## src/rtl/jar_pi_sequencer.sv

```systemverilog
// jar_pi_sequencer: walks the 8-bit pi-digit index feeding the hex lookup.
// Pin-level controls (run, step, dir, clear) are synchronized, then a small
// IDLE/RUN/PAUSE FSM advances the index on prescaler ticks or single steps.
// Optional build macro: JAR_PI_SEQ_BLANK_EN enables the display-blank pulse
// after each advance; when undefined, blank is tied to 0.
module jar_pi_sequencer #(
   parameter int PRESCALE_W = 12,
   parameter int IDX_W      = 8,
   parameter int LAST_IDX   = 255
) (
   input  logic             clk,
   input  logic             rst,
   input  logic             run,
   input  logic             step,
   input  logic             dir,
   input  logic             clear,
   input  logic [1:0]       rate,
   output logic [IDX_W-1:0] idx,
   output logic             adv,
   output logic             wrap,
   output logic             blank
);

   localparam logic [1:0] ST_IDLE  = 2'd0;
   localparam logic [1:0] ST_RUN   = 2'd1;
   localparam logic [1:0] ST_PAUSE = 2'd2;

   localparam logic [IDX_W-1:0] LAST = IDX_W'(LAST_IDX);

   logic [1:0]            run_sync;
   logic [1:0]            dir_sync;
   logic [1:0]            clear_sync;
   logic [2:0]            step_sync;   // [2] is the edge-detect delay flop
   logic                  sync_run;
   logic                  sync_dir;
   logic                  sync_clear;
   logic                  step_edge;

   logic [1:0]            state;
   logic [PRESCALE_W-1:0] presc;
   logic [PRESCALE_W-1:0] period_m1;
   logic                  tick;
   logic                  run_adv;
   logic                  step_adv;
   logic [IDX_W-1:0]      next_idx;
   logic                  next_wrap;

   // Two-flop synchronizers for all pin inputs, plus a third flop on step.
   // NOTE: every pin goes through two flops before any logic looks at it; a
   // single flop could hand the FSM a metastable value.
   always_ff @(posedge clk or posedge rst) begin
      if (rst) begin
         run_sync   <= '0;
         dir_sync   <= '0;
         clear_sync <= '0;
         step_sync  <= '0;
      end else begin
         run_sync   <= {run_sync[0], run};
         dir_sync   <= {dir_sync[0], dir};
         clear_sync <= {clear_sync[0], clear};
         step_sync  <= {step_sync[1:0], step};
      end
   end

   assign sync_run   = run_sync[1];
   assign sync_dir   = dir_sync[1];
   assign sync_clear = clear_sync[1];
   assign step_edge  = step_sync[1] & ~step_sync[2];

   // Tick period minus one for the selected rate: 2^(PRESCALE_W - 3*rate) - 1.
   always_comb begin
      case (rate)
         2'd0:    period_m1 = PRESCALE_W'((1 << PRESCALE_W) - 1);
         2'd1:    period_m1 = PRESCALE_W'((1 << (PRESCALE_W - 3)) - 1);
         2'd2:    period_m1 = PRESCALE_W'((1 << (PRESCALE_W - 6)) - 1);
         default: period_m1 = PRESCALE_W'((1 << (PRESCALE_W - 9)) - 1);
      endcase
   end

   assign tick     = (presc == period_m1);
   assign run_adv  = !sync_clear && (state == ST_RUN) && sync_run && tick;
   assign step_adv = !sync_clear && (state == ST_PAUSE) && !sync_run && step_edge;

   // Next index in the sampled direction, wrapping at 0 and LAST_IDX.
   // NOTE: both outputs get a default first so no path leaves them unassigned,
   // which would otherwise infer a latch.
   always_comb begin
      next_idx  = idx + 1'b1;
      next_wrap = 1'b0;
      if (sync_dir) begin
         if (idx == '0) begin
            next_idx  = LAST;
            next_wrap = 1'b1;
         end else begin
            next_idx = idx - 1'b1;
         end
      end else if (idx == LAST) begin
         next_idx  = '0;
         next_wrap = 1'b1;
      end
   end

   // Sequencer FSM, prescaler and registered index/adv/wrap.
   // NOTE: state is updated with non-blocking assignments so every flop sees
   // the pre-edge values of the others, independent of statement order.
   always_ff @(posedge clk or posedge rst) begin
      if (rst) begin
         state <= ST_IDLE;
         presc <= '0;
         idx   <= '0;
         adv   <= 1'b0;
         wrap  <= 1'b0;
      end else begin
         adv  <= 1'b0;
         wrap <= 1'b0;
         if (sync_clear) begin
            state <= ST_IDLE;
            presc <= '0;
            idx   <= '0;
         end else begin
            case (state)
               ST_IDLE: begin
                  idx <= '0;
                  if (sync_run) begin
                     state <= ST_RUN;
                     presc <= '0;
                  end
               end
               ST_RUN: begin
                  if (!sync_run) begin
                     state <= ST_PAUSE;
                  end else if (tick) begin
                     presc <= '0;
                  end else begin
                     presc <= presc + 1'b1;
                  end
               end
               ST_PAUSE: begin
                  if (sync_run) begin
                     state <= ST_RUN;
                     presc <= '0;
                  end
               end
               default: state <= ST_IDLE;
            endcase
            if (run_adv || step_adv) begin
               idx  <= next_idx;
               adv  <= 1'b1;
               wrap <= next_wrap;
            end
         end
      end
   end

`ifdef JAR_PI_SEQ_BLANK_EN
   logic [PRESCALE_W-1:0] blank_cnt;   // blank cycles still owed after this one

   // Blank for period/4 cycles after a run advance, one cycle after a step.
   always_ff @(posedge clk or posedge rst) begin
      if (rst) begin
         blank     <= 1'b0;
         blank_cnt <= '0;
      end else if (sync_clear || (state == ST_IDLE)) begin
         blank     <= 1'b0;
         blank_cnt <= '0;
      end else if (run_adv) begin
         // period/4 - 1 equals (period-1) >> 2 for the power-of-two periods
         blank     <= (period_m1 >= PRESCALE_W'(3));
         blank_cnt <= (period_m1 >= PRESCALE_W'(3)) ? (period_m1 >> 2) : '0;
      end else if (step_adv) begin
         blank     <= 1'b1;
         blank_cnt <= '0;
      end else if (blank_cnt != '0) begin
         blank_cnt <= blank_cnt - 1'b1;
      end else begin
         blank <= 1'b0;
      end
   end
`else
   assign blank = 1'b0;
`endif

endmodule

```

## config.mk

```make
export PLATFORM = sky130hd
export DESIGN_NAME = jar_pi_sequencer
export DESIGN_NICKNAME = d
export VERILOG_FILES = /design/src/rtl/jar_pi_sequencer.sv
export SDC_FILE = /design/constraint.sdc
export NUM_CORES = 1
export LEC_CHECK = 0
export ABC_AREA = 1
export BUFFER_PORTS_ARGS = -buffer_cell sky130_fd_sc_hd__buf_2
export CORE_MARGIN = 10
export CORE_UTILIZATION = 45
export CTS_BUF_LIST = sky130_fd_sc_hd__clkbuf_4
export CTS_CLUSTER_DIAMETER = 150
export DETAILED_ROUTE_END_ITERATION = 16
export PLACE_DENSITY = 0.66
export SYNTH_ARGS = -nofsm -noshare
export SYNTH_HDL_FRONTEND = slang
export SYNTH_SLANG_ARGS = --single-unit
export TNS_END_PERCENT = 50
```

## constraint.sdc

```tcl
create_clock -name clk -period 1.3 [get_ports clk]
set_clock_uncertainty 0.05 [all_clocks]
set_input_delay 0.26 -clock clk [delete_from_list [all_inputs] [get_ports clk]]
set_output_delay 0.26 -clock clk [all_outputs]
set_load 0.01 [all_outputs]
```

==> summary.md, run 1 <==
| Metric | Value |
|---|---|
| Clk_lat worst skew | 0.34 ns |
| First-pass GRT wire length | 8804 µm |
| Clock root cell | clkbuf_4 |
| Yosys reg bits | 33 |
| P_leak | 1.608 nW |
| Outcome | finished, violations left |
| RR Startpoint | idx[1] |
| Initial Util | 46.41% |
| Grt met2 use | 22.12% |
| Synth top area share | 41.15% |
| Pwr dens | 620.9 nW/µm² |
| Mapped cell area | 2007 µm² |
| Worst Setup SP | idx[1] |
| Register area | 832.0 µm² |
| Number of core rows | 24 |
| Worst path cell trace | ha_4, nand2_4, nor2_4, nand4_4, or2_4, nand2_2, nand2_1, nand2_1, nand2_1 |
| Ys Warns | 0 |
| Reg2Reg Depth | 9 |
| Final Worst Setup Slack | -0.2576 ns |
| Hold Path Depth | 0 |
| Worst Min Path Start | run_sync[0] |
| Post-route ant nets | 0 |
| Final-report setup violation count | 29 |
| Yosys cell types | 32 |
| Clock tree buffer depth | 2 |
| Simple-gate area share of the yosys netlist | 38.40% |
| Worst Path Max Fanout | 4 |
| Biggest area consumer among synthesized cells | dfrtp_1 |
| GRT met3 Usage | 3.096% |
| Crit path largest cell delay | 0.45 ns |
| RSZ-0062 raised after global routing | yes |
| FF-to-FF setup slack | -0.26 ns |
| CP Capture Type | register |
| Initial antenna violation count | 0 |
| Reg clk slew, reported paths | 0.11 ns |
| Kind of critical path | reg -> reg |
| Mux cell area share after synthesis | 0% |
| Initial drt markers | 128 |
| Routed vias/inst | 4.940 |
| Area of the core | 4324 µm² |
| Vias | 2050 |
| Failing checks | negative setup slack |
| PnR Total Power | 1.858 mW |
| Ports | 19 |
| Crit path buf inv count | 0 |
| DIE AREA | 7531 µm² |
| Final Util | 69.18% |
| Largest net degree at the start of global routing | 34 |
| Area grow syn2layout | 49.06% |
| Ranking of synthesized cells by area | dfrtp_1 41%, nand2_1 15%, inv_1 6.7%, nor2_1 5.6%, nand3_1 5.2% |
| Final Cycle Share | 119.8% |
| Post-Syn Nets | 286 |
| Antenna diodes | 0 |
| DP HPWL | 3519 µm |
| Die H | 86.78 µm |
| Hold_ws | 0.3048 ns |
| Drt drc | 0 |
| Cells after Synth | 274 |
| Count of final max-slew check failures | 0 |
| Gr busiest metal | met2 |
| Adder-cell share of the synthesized area | 2.494% |
| CP max-delay cell | dfrtp_2 |
| Fill count | 345 |
| Critical Path AT | 1.76 ns |
| Required @ worst endpoint | 1.50 ns |
| WL per Instance | 12.76 µm |
| Routability cong. | 0.8890 |
| Vias in the first global route | 1956 |
| Dpl ws | -0.2639 ns |
| F_max | 642.0 MHz |
| Kind of cell adding the most delay to the critical path | simple AND/OR/NAND/NOR gates |
| Multi-input logic area | 1187 µm² |
| Layout cells sized above 1 | 40.22% |
| Die X | 86.78 µm |
| Hold Path Sink | run_sync[1] |
| H-tree levels | 2 |
| XOR/XNOR share of the synthesized area | 2.618% |
| Layout Nets | 374 |
| Met1 Use GR | 18.22% |
| Max VDD drop | 0.6779 mV |
| Congestion Overflow GR | 0 |
| IO buf count | 17 |
| Pre-antenna DRT Iters | 4 |
| Largest family of logic cells by synthesized area | simple AND/OR/NAND/NOR gates |
| CP startpoint kind | register |
| Final hold vios | 0 |
| Aggregate global-route resource usage | 14.10% |
| Hold WC Path Type | reg -> reg |
| Max Cap Viol | 0 |
| CTS tree | done |
| Synth Area in Compound Gates | 5.299% |
| DRT Wirelength | 5297 µm |
| Avg Inst Size Synth | 7.325 µm² |
| Worst reg2reg path endpoint | idx[0] |
| Register area share after synthesis | 41.15% |
| Post-route minimum period | 1.558 ns |
| Total clock sinks | 33 |
| Cell mode on critical path | nand2_1 |
| Number of clock buffers inserted by TritonCTS | 5 |
-- stage by stage --
stage               cells  TNS (ns)  area (µm²)
floorplan             274    -1.411        2046
global placement      388    -2.661        2551
detailed placement    388    -3.173        2551
CTS                   407    -4.415        2823
global route          415    -6.897        2992
finish                415    -5.040        2992
-- layout by cell type, fill, tap and decap left out, types with 2 or more instances in the layout --
| master | netlist | layout |
|---|---|---|
| dfrtp_1 | 33 | 28 |
| buf_6 | 0 | 14 |
| nor2_1 | 30 | 19 |
| ha_1 | 4 | 2 |
| buf_2 | 2 | 12 |
| nand4_4 | 1 | 3 |
| nor2_4 | 1 | 7 |
| ha_4 | 0 | 2 |
| a21oi_2 | 0 | 2 |
| xor2_1 | 6 | 6 |
| a21oi_1 | 7 | 5 |
| dlygate4sd3_1 | 0 | 5 |
| nand3_1 | 21 | 19 |
| o21ai_1 | 0 | 2 |
| o21ai_0 | 7 | 5 |
| inv_2 | 3 | 5 |
| o21bai_1 | 2 | 2 |
| nand2_4 | 1 | 5 |
| dfrtp_2 | 0 | 5 |
| or2_4 | 0 | 2 |
| inv_1 | 36 | 33 |
| buf_4 | 5 | 54 |
| nand2_1 | 79 | 70 |
| nand4_1 | 13 | 13 |
| clkbuf_4 | 0 | 7 |
| nor2_2 | 5 | 10 |
| nand2_2 | 4 | 10 |
-- cells by family after synthesis --
family,Yosys count
flip-flops,33
XOR/XNOR,6
AND/OR/NAND/NOR,164
AO/OA/AOI/OAI,19
buffers and inverters,47
adder cells (fa/ha/maj),4
other,1
-- synth_stat cells (all sizes together) --
| master | number |
|---|---|
| o21bai | 2 |
| ha | 4 |
| inv | 39 |
| o22ai | 1 |
| dfrtp | 33 |
| nor3 | 1 |
| nor4 | 1 |
| o31ai | 1 |
| conb | 1 |
| a22oi | 1 |
| and2 | 1 |
| xor2 | 6 |
| nand3 | 21 |
| a21oi | 7 |
| o21ai | 7 |
| buf | 7 |
| nor2 | 36 |
| nand2 | 84 |
| or2 | 2 |
| nor3b | 1 |
| nand3b | 1 |
| clkinv | 1 |
| nand4 | 16 |
-- final cells by class --
cell class / instances / area share [%]
Sequential cell: 33 / 27.81
Clock inverter: 1 / 0.1255
Clock buffer: 7 / 1.757
Timing Repair Buffer: 86 / 23.17
Tap cell: 52 / 2.175
Inverter: 40 / 5.270
Multi-Input combinational cell: 196 / 39.69
-- worst register-to-register path, cell delays in order, from the launching register on --
cell and delay, ns:
dfrtp_2 0.45, ha_4 0.17, nand2_4 0.06, nor2_4 0.14
nand4_4 0.10, or2_4 0.28, nand2_2 0.07, nand2_1 0.05
nand2_1 0.05, nand2_1 0.04
-- per-layer routing --
metal / part of all wire, % / wire length [µm]
met3: 3.7 / 195
met4: 1.7 / 91
met5: 0 / 0
met2: 48 / 2526
met1: 47 / 2483
-- registers in the layout (all words and copies together), names as in the netlist --
register,cells
state,2
dir_sync,2
wrap,1
adv,1
presc,12
idx,8
run_sync,2
clear_sync,2
step_sync,3
-- worst max-delay path by stage --
stage,to,slack [ns],cells past startpoint
6_report,idx[0],-0.26,9
5_1_grt,idx[5],-0.34,10
4_1_cts,idx[0],-0.25,9
3_5_place_dp,idx[0],-0.26,9
3_3_place_gp,idx[0],-0.25,9
2_1_floorplan,idx[7],-0.17,10
-- where the power goes --
group / internal (mW) / switching, mW
logic: 0.0879 / 0.121
clock network: 0.249 / 0.341
registers: 1.04 / 0.0141
total: 1.38 / 0.476
-- timing repair --
item / CTS / global route
hold buffers: 5 / 0
pin swaps: 12 / 13
gates resized for setup: 27 / 34
cloned: 2 / 0
endpoints found under the hold margin: 37 / 0
endpoints found under the setup margin: 29 / 30
setup buffers: 4 / 8
Power figures use the tool's default switching activity.
==> run 2: changes to the inputs <==
--- a/config.mk
+++ b/config.mk
@@ -7,12 +7,12 @@
 export LEC_CHECK = 0
 export ABC_AREA = 1
 export BUFFER_PORTS_ARGS = -buffer_cell sky130_fd_sc_hd__buf_2
+export CAP_MARGIN = 20
 export CORE_MARGIN = 10
 export CORE_UTILIZATION = 45
 export CTS_BUF_LIST = sky130_fd_sc_hd__clkbuf_4
 export CTS_CLUSTER_DIAMETER = 150
 export DETAILED_ROUTE_END_ITERATION = 16
-export PLACE_DENSITY = 0.66
 export SYNTH_ARGS = -nofsm -noshare
 export SYNTH_HDL_FRONTEND = slang
 export SYNTH_SLANG_ARGS = --single-unit
==> constraint.sdc (replaced) <==
create_clock -name clk -period 1.8 [get_ports clk]
set_clock_uncertainty 0.05 [all_clocks]
set_input_delay 0.36 -clock clk [delete_from_list [all_inputs] [get_ports clk]]
set_output_delay 0.36 -clock clk [all_outputs]
set_load 0.01 [all_outputs]
==> summary.md, run 2 (synthesis gave the netlist of run 1 again) <==
| Metric | Value |
|---|---|
| Outcome | complete, no violations |
| Vias | 1719 (-16%) |
| IO buf count | 17 (unchanged) |
| Antenna diodes | 0 (unchanged) |
| Kind of critical path | reg -> reg |
| Initial drt markers | 83 (-35%) |
| Pre-antenna DRT Iters | 4 (unchanged) |
| Vias in the first global route | 1596 (-18%) |
| DIE AREA | 7531 µm² (unchanged) |
| Logic pwr share | 6.4% (-4.8 points) |
| Largest regs | presc: 12 flops, idx: 8 flops, step_sync: 3 flops |
| Drt drc | 0 (unchanged) |
| Initial antenna violation count | 0 (unchanged) |
| Total negative setup slack | 0 ns (+5.040 ns) |
| Reg clk slew, reported paths | 0.11 ns (about the same) |
| PnR Total Power | 1.419 mW (-24%) |
| Placed Cells | 342 (-12%) |
| RSZ-0062 raised after global routing | no |
| Final Cycle Share | 92.35% (-27 points) |
| CP startpoint kind | register |
| Ports | 19 (unchanged) |
| DP Area | 2155 µm² (-16%) |
| Routed vias/inst | 4.911 (-0.57%) |
| Layout Nets | 309 (-17%) |
| FF-to-FF setup slack | 0.14 ns (+0.40 ns) |
| Die X | 86.78 µm (unchanged) |
| H-tree levels | 2 (unchanged) |
| Count of final max-slew check failures | 0 (unchanged) |
| Capture point of the critical path | wrap |
| Max VDD drop | 0.7641 mV (+13%) |
| DP HPWL | 3173 µm (-9.8%) |
| Worst Path Max Fanout | 6 (+2) |
| Final hold vios | 0 (unchanged) |
| Switching Share | 24.14% (-1.5 points) |
| Congestion Overflow GR | 0 (unchanged) |
| WL per Instance | 11.91 µm (-6.7%) |
| Final instance area | 2240 µm² (-25%) |
| Reg2Reg Depth | 6 (-3) |
| Routability cong. | 0.8156 (-8.3%) |
| Area of the core | 4324 µm² (unchanged) |
| Clock tree buffer depth | 2 (unchanged) |
| Register with the most flip-flops | presc |
| F_max | 601.6 MHz (-6.3%) |
| Met1 Use GR | 15.78% (-2.4 points) |
| Clock Power Share | 39.6% (+7.8 points) |
| Psw | 0.3426 mW (-28%) |
| Required @ worst endpoint | 1.98 ns (+0.48 ns) |
| RR Startpoint | idx[1] |
| Number of clock buffers inserted by TritonCTS | 5 (unchanged) |
| Worst Setup SP | idx[1] |
| Final-report setup violation count | 0 (-100%) |
| Part of the power in registers | 54.0% (-3.0 points) |
| CP Capture Type | register |
| Max reg flops | 12 (unchanged) |
| Commonest cells after routing, fill and taps aside | 79 x nand2_1, 36 x inv_1, 32 x dfrtp_1, 30 x nor2_1, 21 x nand3_1 |
| GRT met3 Usage | 3.189% (+0.094 points) |
| Largest net degree at the start of global routing | 34 (unchanged) |
| Gr busiest metal | met2 |
| Final Instance Count excl. Fillers | 350 (-16%) |
| P_int | 1.076 mW (-22%) |
| Initial Util | 46.41% (unchanged) |
| Register area | 827.0 µm² (-0.60%) |
| Multi-input logic area | 983.4 µm² (-17%) |
| Area grow syn2layout | 11.60% |
| Hold WC Path Type | in -> async |
| Post-CTS repair timing setup buffer count | 0 (-4) |
| Post-cts gate resize count | 0 (-100%) |
| Critical Path AT | 1.84 ns (+0.08 ns) |
| Clock root cell | clkbuf_4 |
| Worst reg2reg path endpoint | wrap |
| First-pass GRT wire length | 7203 µm (-18%) |
| P_leak | 1.227 nW (-24%) |
| Pwr dens | 633.5 nW/µm² (+2.0%) |
| Layout cells sized above 1 | 17.11% (-23 points) |
| Post-route ant nets | 0 (unchanged) |
| Most common cell after layout, fill and taps aside | nand2_1 |
| Aggregate global-route resource usage | 11.62% (-2.5 points) |
| Clk_lat worst skew | 0.34 ns (about the same) |
| Post-route minimum period | 1.662 ns (+0.1048 ns) |
| Total clock sinks | 33 (unchanged) |
| Fill count | 421 (+22%) |
| CTS tree | done |
| DRT Wirelength | 4167 µm (-21%) |
| Die H | 86.78 µm (unchanged) |
| Number of core rows | 24 (unchanged) |
| Max Cap Viol | 0 (unchanged) |
| Grt met2 use | 17.19% (-4.9 points) |
| Hold buffer count at cts | 0 (-5) |
==> run 2: area by class of cell <==
class | instances | share of cell area [%]
multi-input cells | 194 | 43.91
flip-flops and latches | 33 | 36.93
inverters | 40 | 6.704
repair buffers | 23 | 5.810
well taps | 52 | 2.905
clock inverters | 3 | 2.067
clock buffers | 5 | 1.676
==> run 2: worst max-delay path, stage by stage, from the launching register on <==
cell and delay (ns):
dfrtp_2 0.44, ha_1 0.18, nand2_1 0.08, nor2_2 0.19
nand4_2 0.13, or2_1 0.25, a22oi_1 0.24
==> run 2: power groups by stage <==
stage	clock network [mW]	logic (mW)	registers, mW
final	0.562	0.0910	0.766
after global routing	0.616	0.106	0.768
after CTS	0.579	0.0927	0.766
after detailed placement	0	0.0923	0.780
after global placement	0	0.0931	0.780
after floorplan	0	0.0663	0.777
==> run 2: per-layer routing <==
metal	wire length, µm	vias to the layer above
met5	0	-
met3	227	4
li1	-	912
met2	1750	40
met1	2141	763
met4	48	0
==> run 2: worst min-delay path by stage <==
stage | depth (start not counted) | slack, ns | start | end
global placement | 0 | 0.28 | run_sync[0] | run_sync[1]
global route | 1 | 0.04 | run | run_sync[0]
floorplan | 0 | 0.28 | clear_sync[0] | clear_sync[1]
finish | 3 | 0.05 | rst | presc[8]
detailed placement | 0 | 0.29 | dir_sync[0] | dir_sync[1]
CTS | 3 | 0.05 | rst | run_sync[0]
==> run 2: through the flow <==
step | setup WS (ns) | hold WS, ns | util (%)
after global placement | 0.1412 | 0.2842 | 49.83
after detailed placement | 0.1257 | 0.2863 | 49.83
after global routing | 0.005069 | 0.03985 | 51.79
final | 0.1376 | 0.04901 | 51.79
after floorplan | 0.2867 | 0.2812 | -
after CTS | 0.1025 | 0.05039 | 51.77
